[src/rtl/regfile_pkg.sv]
// Shared types, defaults and helpers for the parametrised register bank.
// Optional feature macro: REGFILE_BYPASS_EN (write-first read forwarding).
package regfile_pkg;

  typedef enum logic {
    IDLE  = 1'b0,
    SWEEP = 1'b1
  } clr_state_e;

  localparam int unsigned DEF_DATA_W = 8;
  localparam int unsigned DEF_ADDR_W = 3;

  // True when addr names the hard-wired zero register of a ZERO_REG build.
  function automatic logic is_zero_addr(input logic [31:0] addr, input bit zero_reg);
    return zero_reg && (addr == 32'd0);
  endfunction

endpackage

[src/rtl/regfile_read_port.sv]
// One combinational read port: DEPTH:1 data mux, zero-register forcing and busy lookup.
// With REGFILE_BYPASS_EN defined, an accepted same-cycle write to raddr_i is forwarded.
module regfile_read_port
  import regfile_pkg::*;
#(
  parameter int unsigned DATA_W   = DEF_DATA_W,
  parameter int unsigned ADDR_W   = DEF_ADDR_W,
  parameter bit          ZERO_REG = 1'b1
) (
  input  logic [ADDR_W-1:0]               raddr_i,
  input  logic [(2**ADDR_W)*DATA_W-1:0]   mem_i,
  input  logic [(2**ADDR_W)-1:0]          pend_i,
  input  logic                            wr_acc_i,
  input  logic [ADDR_W-1:0]               wa_i,
  input  logic [DATA_W-1:0]               wd_i,
  output logic [DATA_W-1:0]               rdata_o,
  output logic                            busy_o
);

  localparam int unsigned DEPTH = 2**ADDR_W;

  logic [DATA_W-1:0] stored;
  logic              zero_sel;
  logic              fwd;

  assign zero_sel = is_zero_addr(32'(raddr_i), ZERO_REG);

  always_comb begin
    stored = '0;
    for (int unsigned i = 0; i < DEPTH; i++) begin
      if (raddr_i == ADDR_W'(i)) begin
        stored = mem_i[i*DATA_W +: DATA_W];
      end
    end
  end

`ifdef REGFILE_BYPASS_EN
  assign fwd = wr_acc_i && (wa_i == raddr_i);
`else
  logic unused_bypass;
  assign unused_bypass = ^{wr_acc_i, wa_i};
  assign fwd = 1'b0;
`endif

  assign rdata_o = zero_sel ? '0 : (fwd ? wd_i : stored);
  assign busy_o  = zero_sel ? 1'b0 : pend_i[raddr_i];

endmodule

[src/rtl/regfile_param_bank.sv]
// 2^ADDR_W x DATA_W register file: one write port, two read ports, pending-write
// scoreboard and a one-entry-per-cycle bulk-clear sweep. Macro: REGFILE_BYPASS_EN.
module regfile_param_bank
  import regfile_pkg::*;
#(
  parameter int unsigned DATA_W   = DEF_DATA_W,
  parameter int unsigned ADDR_W   = DEF_ADDR_W,
  parameter bit          ZERO_REG = 1'b1
) (
  input  logic              clk,
  input  logic              rst,
  input  logic              we,
  input  logic [ADDR_W-1:0] wa,
  input  logic [DATA_W-1:0] wd,
  input  logic [ADDR_W-1:0] ra1,
  input  logic [ADDR_W-1:0] ra2,
  output logic [DATA_W-1:0] rd1,
  output logic [DATA_W-1:0] rd2,
  input  logic              rsv_en,
  input  logic [ADDR_W-1:0] rsv_addr,
  output logic              busy1,
  output logic              busy2,
  input  logic              clr_req,
  output logic              clr_busy
);

  localparam int unsigned DEPTH = 2**ADDR_W;

  logic [DATA_W-1:0]       mem_q [DEPTH];
  logic [DATA_W-1:0]       mem_d [DEPTH];
  logic [DEPTH-1:0]        pend_q, pend_d;
  clr_state_e              state_q, state_d;
  logic [ADDR_W-1:0]       idx_q, idx_d;
  logic                    wr_acc, rsv_acc;
  logic [DEPTH*DATA_W-1:0] mem_flat;

  assign clr_busy = (state_q == SWEEP);
  assign wr_acc   = we     && !clr_busy && !is_zero_addr(32'(wa), ZERO_REG);
  assign rsv_acc  = rsv_en && !clr_busy && !is_zero_addr(32'(rsv_addr), ZERO_REG);

  always_comb begin : clr_fsm
    state_d = state_q;
    idx_d   = idx_q;
    unique case (state_q)
      IDLE: begin
        if (clr_req) begin
          state_d = SWEEP;
          idx_d   = '0;
        end
      end
      SWEEP: begin
        idx_d = idx_q + ADDR_W'(1);
        if (idx_q == ADDR_W'(DEPTH - 1)) begin
          state_d = IDLE;
        end
      end
      default: state_d = IDLE;
    endcase
  end

  // Reservation is applied after the write so a same-address pair leaves pend set.
  always_comb begin : storage_next
    mem_d  = mem_q;
    pend_d = pend_q;
    if (clr_busy) begin
      mem_d[idx_q]  = '0;
      pend_d[idx_q] = 1'b0;
    end else begin
      if (wr_acc) begin
        mem_d[wa]  = wd;
        pend_d[wa] = 1'b0;
      end
      if (rsv_acc) begin
        pend_d[rsv_addr] = 1'b1;
      end
    end
  end

  always_ff @(posedge clk) begin
    if (rst) begin
      state_q <= IDLE;
      idx_q   <= '0;
      pend_q  <= '0;
      for (int unsigned i = 0; i < DEPTH; i++) begin
        mem_q[i] <= '0;
      end
    end else begin
      state_q <= state_d;
      idx_q   <= idx_d;
      pend_q  <= pend_d;
      mem_q   <= mem_d;
    end
  end

  for (genvar g = 0; g < DEPTH; g++) begin : g_flat
    assign mem_flat[g*DATA_W +: DATA_W] = mem_q[g];
  end

  regfile_read_port #(
    .DATA_W   (DATA_W),
    .ADDR_W   (ADDR_W),
    .ZERO_REG (ZERO_REG)
  ) u_rp1 (
    .raddr_i  (ra1),
    .mem_i    (mem_flat),
    .pend_i   (pend_q),
    .wr_acc_i (wr_acc),
    .wa_i     (wa),
    .wd_i     (wd),
    .rdata_o  (rd1),
    .busy_o   (busy1)
  );

  regfile_read_port #(
    .DATA_W   (DATA_W),
    .ADDR_W   (ADDR_W),
    .ZERO_REG (ZERO_REG)
  ) u_rp2 (
    .raddr_i  (ra2),
    .mem_i    (mem_flat),
    .pend_i   (pend_q),
    .wr_acc_i (wr_acc),
    .wa_i     (wa),
    .wd_i     (wd),
    .rdata_o  (rd2),
    .busy_o   (busy2)
  );

endmodule

[config.mk]
export PLATFORM = sky130hd
export DESIGN_NAME = regfile_param_bank
export DESIGN_NICKNAME = d
export VERILOG_FILES = /design/src/rtl/regfile_pkg.sv /design/src/rtl/regfile_read_port.sv /design/src/rtl/regfile_param_bank.sv
export SDC_FILE = /design/constraint.sdc
export NUM_CORES = 1
export LEC_CHECK = 0
export BUFFER_PORTS_ARGS = -buffer_cell sky130_fd_sc_hd__buf_2
export CAP_MARGIN = 15
export CORE_MARGIN = 4
export CORE_UTILIZATION = 40
export CTS_CLUSTER_SIZE = 20
export DETAILED_ROUTE_END_ITERATION = 16
export PLACE_DENSITY = 0.6
export SETUP_SLACK_MARGIN = 0.4
export SLEW_MARGIN = 15
export SYNTH_ARGS = -nofsm -noshare
export SYNTH_HDL_FRONTEND = slang
export SYNTH_SLANG_ARGS = --single-unit
[constraint.sdc]
create_clock -name clk -period 3.8 [get_ports clk]
set_input_delay 0.19 -clock clk [delete_from_list [all_inputs] [get_ports clk]]
set_output_delay 0.19 -clock clk [all_outputs]
set_load 0.02 [all_outputs]
# After elaboration in Yosys (flattened, before gate mapping)
# Index checks and enable logic that the tools add are counted.
word_totals:
  regBits: 76
  output_inout_bits: 19
  wordCells: 111
op_classes:
  n_addsub: 1
  n_lt_le_gt_ge: 12
  eq_ne: 16
  n_mux: 44
  bitwise_logic: 10
  n_reduce_logical: 17
op_table:
  columns: ["op", "count"]
  rows:
  - ["8-bit 2-to-1 mux", 22]
  - ["64-bit 2-to-1 mux", 2]
  - ["64-bit AND", 1]
  - ["64-bit bitwise mux", 1]
  - ["64-bit NOT", 1]
  - ["8-bit demux with 3-bit select", 2]
  - ["3-bit == test (second input constant)", 9]
  - ["3-bit by 4-bit < comparator with 1-bit output (second input constant)", 5]
  - ["8-bit AND", 2]
  - ["8-bit NOT", 2]
  - ["3-bit by 2-bit == test with 1-bit output (second input constant)", 4]
  - ["3-bit zero test", 4]
  - ["1-bit demux with 3-bit select", 3]
  - ["3-bit by 1-bit >= comparator with 1-bit output (second input constant)", 3]
  - ["1-bit logical AND", 9]
  - ["1-bit 2-to-1 mux", 9]
  - ["4-bit >= comparator (second input constant)", 2]
  - ["4-bit by 1-bit < comparator with 1-bit output (second input constant)", 2]
  - ["3-bit NOT with 4-bit output", 2]
  - ["8-bit OR", 1]
  - ["1-bit binary-select mux with 3-bit select", 2]
  - ["3-bit by 1-bit == test with 1-bit output (second input constant)", 2]
  - ["3-bit one-hot mux with 2 select lines", 1]
  - ["3-bit by 1-bit adder with 3-bit output (second input constant)", 1]
  - ["6 further kinds", 8]

# Logic depth before layout (Yosys ltp)
logic_depth:
  depth_word: 11
  ltp_mapped: 6

# Hierarchy
# A second synthesis with hierarchy kept.
unflattened:
  hier_cells: 463
  area_unflattened_um2: 4255.3
modules_own_cells:
  columns: ["mod", "instances", "cells_each", "area_per_inst_um2", "seq_area_each_um2"]
  rows:
  - ["regfile_param_bank", 1, 287, 2944.1, 1521.5]
  - ["regfile_read_port", 2, 88, 655.6, 0.0]

# Worst setup path after synthesis
# No wires, ideal clock.
synth_path:
  path_kind: "input-to-output"
  start: "input port ra1[0]"
  end: "output port rd1[2]"
  arrival_time_ps: 1263
  required_ps: 3610
  path_slack_ps: 2347
  cell_stages: 6
  path_buffers: 3
  cell_sequence: "buf_2 > buf_4 > buf_4 > nand3b_1 > a21o_1 > a21oi_1"
synth_via:
  elab_chain_len: 9
  elab_cells_between_ends: 16
  classes_between: "7 x eq/ne; 8 x mux; 1 x reduce/logical"
synth_rtl:
  columns: ["item", "line_no", "rtl"]
  rows:
  - ["from (decl)", "regfile_param_bank.sv:15", "input logic [ADDR_W-1:0] ra1,"]
  - ["3-bit by 1-bit == test with 1-bit output", "regfile_read_port.sv:31", "if (raddr_i == ADDR_W'(i)) begin"]
  - ["8-bit 2-to-1 mux (7 in series)", "regfile_read_port.sv:31", null]
  - ["8-bit 2-to-1 mux (*)", "regfile_read_port.sv:45", "assign rdata_o = zero_sel ? '0 : (fwd ? wd_i : stored);"]
  - ["to (decl)", "regfile_param_bank.sv:17", "output logic [DATA_W-1:0] rd1,"]
# Mark *: on every way between the ends. The rest lies on a longest branch, timed or not.

# Worst setup path in the final report
layout_path:
  start: "register state_q, in the netlist clr_busy"
  end: "register mem_q, in the netlist mem_flat[37]"
layout_via:
  elab_chain_len: 4
  elab_cells_between_ends: 5
  classes_between: "1 x mux; 4 x reduce/logical"
layout_rtl:
  columns: ["item", "line_no", "rtl"]
  rows:
  - ["from (decl)", "regfile_param_bank.sv:32", "clr_state_e state_q, state_d;"]
  - ["from (signal assigned)", "regfile_param_bank.sv:88", "state_q <= state_d;"]
  - ["1-bit zero test", "regfile_param_bank.sv:38", "assign wr_acc = we && !clr_busy && !is_zero_addr(32'(wa), ZERO_REG);"]
  - ["1-bit logical AND (2 in series)", "regfile_param_bank.sv:38", null]
  - ["2-bit nonzero test (no source line)", null, null]
  - ["to (signal assigned)", "regfile_param_bank.sv:91", "mem_q <= mem_d;"]
  - ["to (decl)", "regfile_param_bank.sv:29", "logic [DATA_W-1:0] mem_q [DEPTH];"]
# Several ways; a longest one is shown, not always the timed one.
# A chain may end at the register's enable or synchronous reset.

==> flow_summary.toml <==
[status]
status = "finished, final reports clean"

[layout]
fin_cells = 660
finalInstanceArea_mm2 = 0.00460
drive_above_1_share_pct = 13.7
finish.utilization_pct = 44.0
layout.nets = 546
antenna_cells = 0
syn_to_final_growth_pct = 5.51
fill_cells = 1078

[routing]
drt_iter0_drc = 505
post_drt_wl_per_cell_um = 22.1
via_count = 4358
wirelength_um = 14600
first_pass_iters = 5
drc_errors = 0
ant_nets = 0
vias_per_cell = 6.60

[power_and_ir_drop]
power_switching_uw = 501
power.share.clock_pct = 35.5
internal-power_mw = 1.03
ir_drop_mv = 0.188
p_comb_share_pct = 16.6
p_total_mw = 1.53
power_leakage_nw = 1.58
power.density_mw_per_mm2 = 333
swShare_pct = 32.7
power_frac_seq_pct = 47.9

[critical_path]
cpLargestDelayFamily = "simple AND/OR/NAND/NOR gates"
r2r-start = "clr_busy$_SDFF_PP0_"
cp-end-kind = "flip-flop"
crit_arrival_ns = 2.54
max_stage_delay_ns = 0.95
required_ns = 4.09
slowest_stage = "or2_1"
crit_path_start_kind = "flip-flop"
path_cells = "or2_1 > o211ai_1 > a21oi_1"
cp-startpoint = "clr_busy$_SDFF_PP0_"
path_class = "reg2reg"
path_max_fanout = 27
critPathBufInv = 0

[timing]
fin_worst_skew_ns = 0.0136
rsz0062_at_grt = "no"
fin_crit_sh_pct = 59.2
fmax_mhz = 444
finalHoldViolCount = 0
final-setup-viol-count = 0
maxSlewHeadroom_pct = 24.8
worstMarginPinSlew_ns = 1.13
drv_slew = 0
fin_crit_ns = 2.25
finalSetupTns_ns = 0

[global_routing]
grt_pass1_vias = 4132
grt_pass1_wl_um = 23300
antenna_found_initial = 0
grt-ovfl-total = 0
grt_max_degree = 68
track_usage_pct = 23.2

[yosys]
yosys_warnings = 0
synth_top_family_by_area = "compound AO/OA/AOI/OAI gates"
synthMuxAreaShare_pct = 7.80
synth_edf_count = 0
synthCells = 530
synth-simple-area-share_pct = 20.3
async_reset_ff_share_pct = 0
synth-seq-cells = 67
synth-seq-area-share_pct = 30.8
synth_xor_area_share_pct = 0
synth_compound_gate_area_share_pct = 32.5
syn-cell-area_mm2 = 0.00436
yosysUniqueCellTypes = 43
dominantRegCellSynth = "dfxtp_1"
synth_fp_nets = 557
yosys.area_share.adder_pct = 0.574
syn_area_per_cell_um2 = 8.23

[die]
die_h_um = 112
ioPinCount = 44
chipWidth_um = 112
fp-row-count = 37
core-area_mm2 = 0.0105
fp.dieArea_mm2 = 0.0126
start_util_pct = 41.7

[clocking]
htreeDepth = 3
cts-root-buf = "clkbuf_8"
cts_tree = "yes"
cts_resized = 0
clk_latency_ns = 0.37
clock-sinks = 67
cts.path.max_buffers = 2
clkSlewWorstSetupHoldPaths_ns = 0.08
cts_buffers = 9
cts_setup_buffers = 0
holdBufCountCts = 0

[placed_design]
place_inst = 644
placed_area_mm2 = 0.00442
gp_congestion = 0.876
io_buffer_count = 43
hpwl_um = 9450

[min_path]
hp-start = "rsv_addr[1]"
hold_path_class = "in2reg"

[flow_run]
drv_cap = 0
-- cell type report --
class	instances	area [um^2]	share of cell area, %
inverters	1	3.75	0.0816
repair buffers	46	238	5.17
clock inverters	7	45.0	0.979
clock buffers	9	124	2.69
well taps	136	170	3.70
multi-input cells	394	2680	58.2
flip-flops and latches	67	1340	29.2
-- per-stage QoR --
step	hold slack [ns]	worst slack, ns
detailed placement	0.499	1.59
finish	0.126	1.55
global placement	0.494	1.64
floorplan	0.338	2.35
CTS	0.125	1.57
global route	0.137	1.38
-- power by group through the flow --
stage          Clock [mW]  Combinational [mW]  Sequential [mW]
2_1_floorplan           0               0.192            0.740
6_report            0.544               0.254            0.734
3_5_place_dp            0               0.248            0.750
5_1_grt             0.582               0.274            0.736
3_3_place_gp            0               0.246            0.750
4_1_cts             0.546               0.248            0.734
-- layout by cell type, fill, tap and decap left out, drive strengths merged, types with 10 or more instances in the layout --
cell type / instances
buf: 46
mux2: 12
o211ai: 63
nand3: 60
dfxtp: 67
a21oi: 80
a21o: 16
a22o: 13
nand2: 11
mux2i: 16
or2: 10
a22oi: 20
nor3b: 22
o21ai: 11
-- path summary, 6_finish.rpt --
| check | slack, ns | depth (start not counted) | end |
|---|---|---|---|
| setup / recovery | 1.55 | 3 | mem_flat[37]$_SDFFE_PP0P_ |
| hold / removal | 0.13 | 3 | pend_q[7]$_SDFF_PP0_ |
| setup reg to reg | 1.55 | 3 | mem_flat[37]$_SDFFE_PP0P_ |
| hold reg to reg | 0.51 | 2 | mem_flat[56]$_SDFFE_PP0P_ |
-- cells by family after synthesis --
kind of cell / after synthesis
AO/OA/AOI/OAI: 216
AND/OR/NAND/NOR: 146
buffers and inverters: 69
flip-flops: 67
multiplexers: 30
adder cells (fa/ha/maj): 2
-- flip-flops by register name (all words and copies together), names as in the netlist --
signal	cells
mem_flat	56
pend_q	7
idx_q	3
clr_busy	1
-- routing by layer --
metal / up-vias / global-route usage (%) / part of all wire, %
li1: 2001 / - / -
met1: 2130 / 30.1 / 42
met2: 193 / 37.3 / 47
met3: 34 / 5.44 / 7.4
met4: 0 / 8.97 / 3.2
met5: - / 0 / 0
-- worst min-delay path: stages --
cell and delay (ns):
buf_2 0.12, nand3_1 0.07, a21oi_1 0.05
-- Yosys cell counts, drive strengths merged, types with 10 or more instances --
library cell	count	area, um^2
mux2i	16	160
a22o	13	114
nand2	11	41.3
o21ai	11	55.1
nor3b	22	165
or2	10	62.6
o211ai	63	473
a22oi	20	150
nand3	60	300
dfxtp	67	1340
buf	48	269
a21o	16	120
clkbuf	20	75.1
a21oi	80	400
mux2	12	135
No activity file was read; power rests on OpenSTA's default activity.
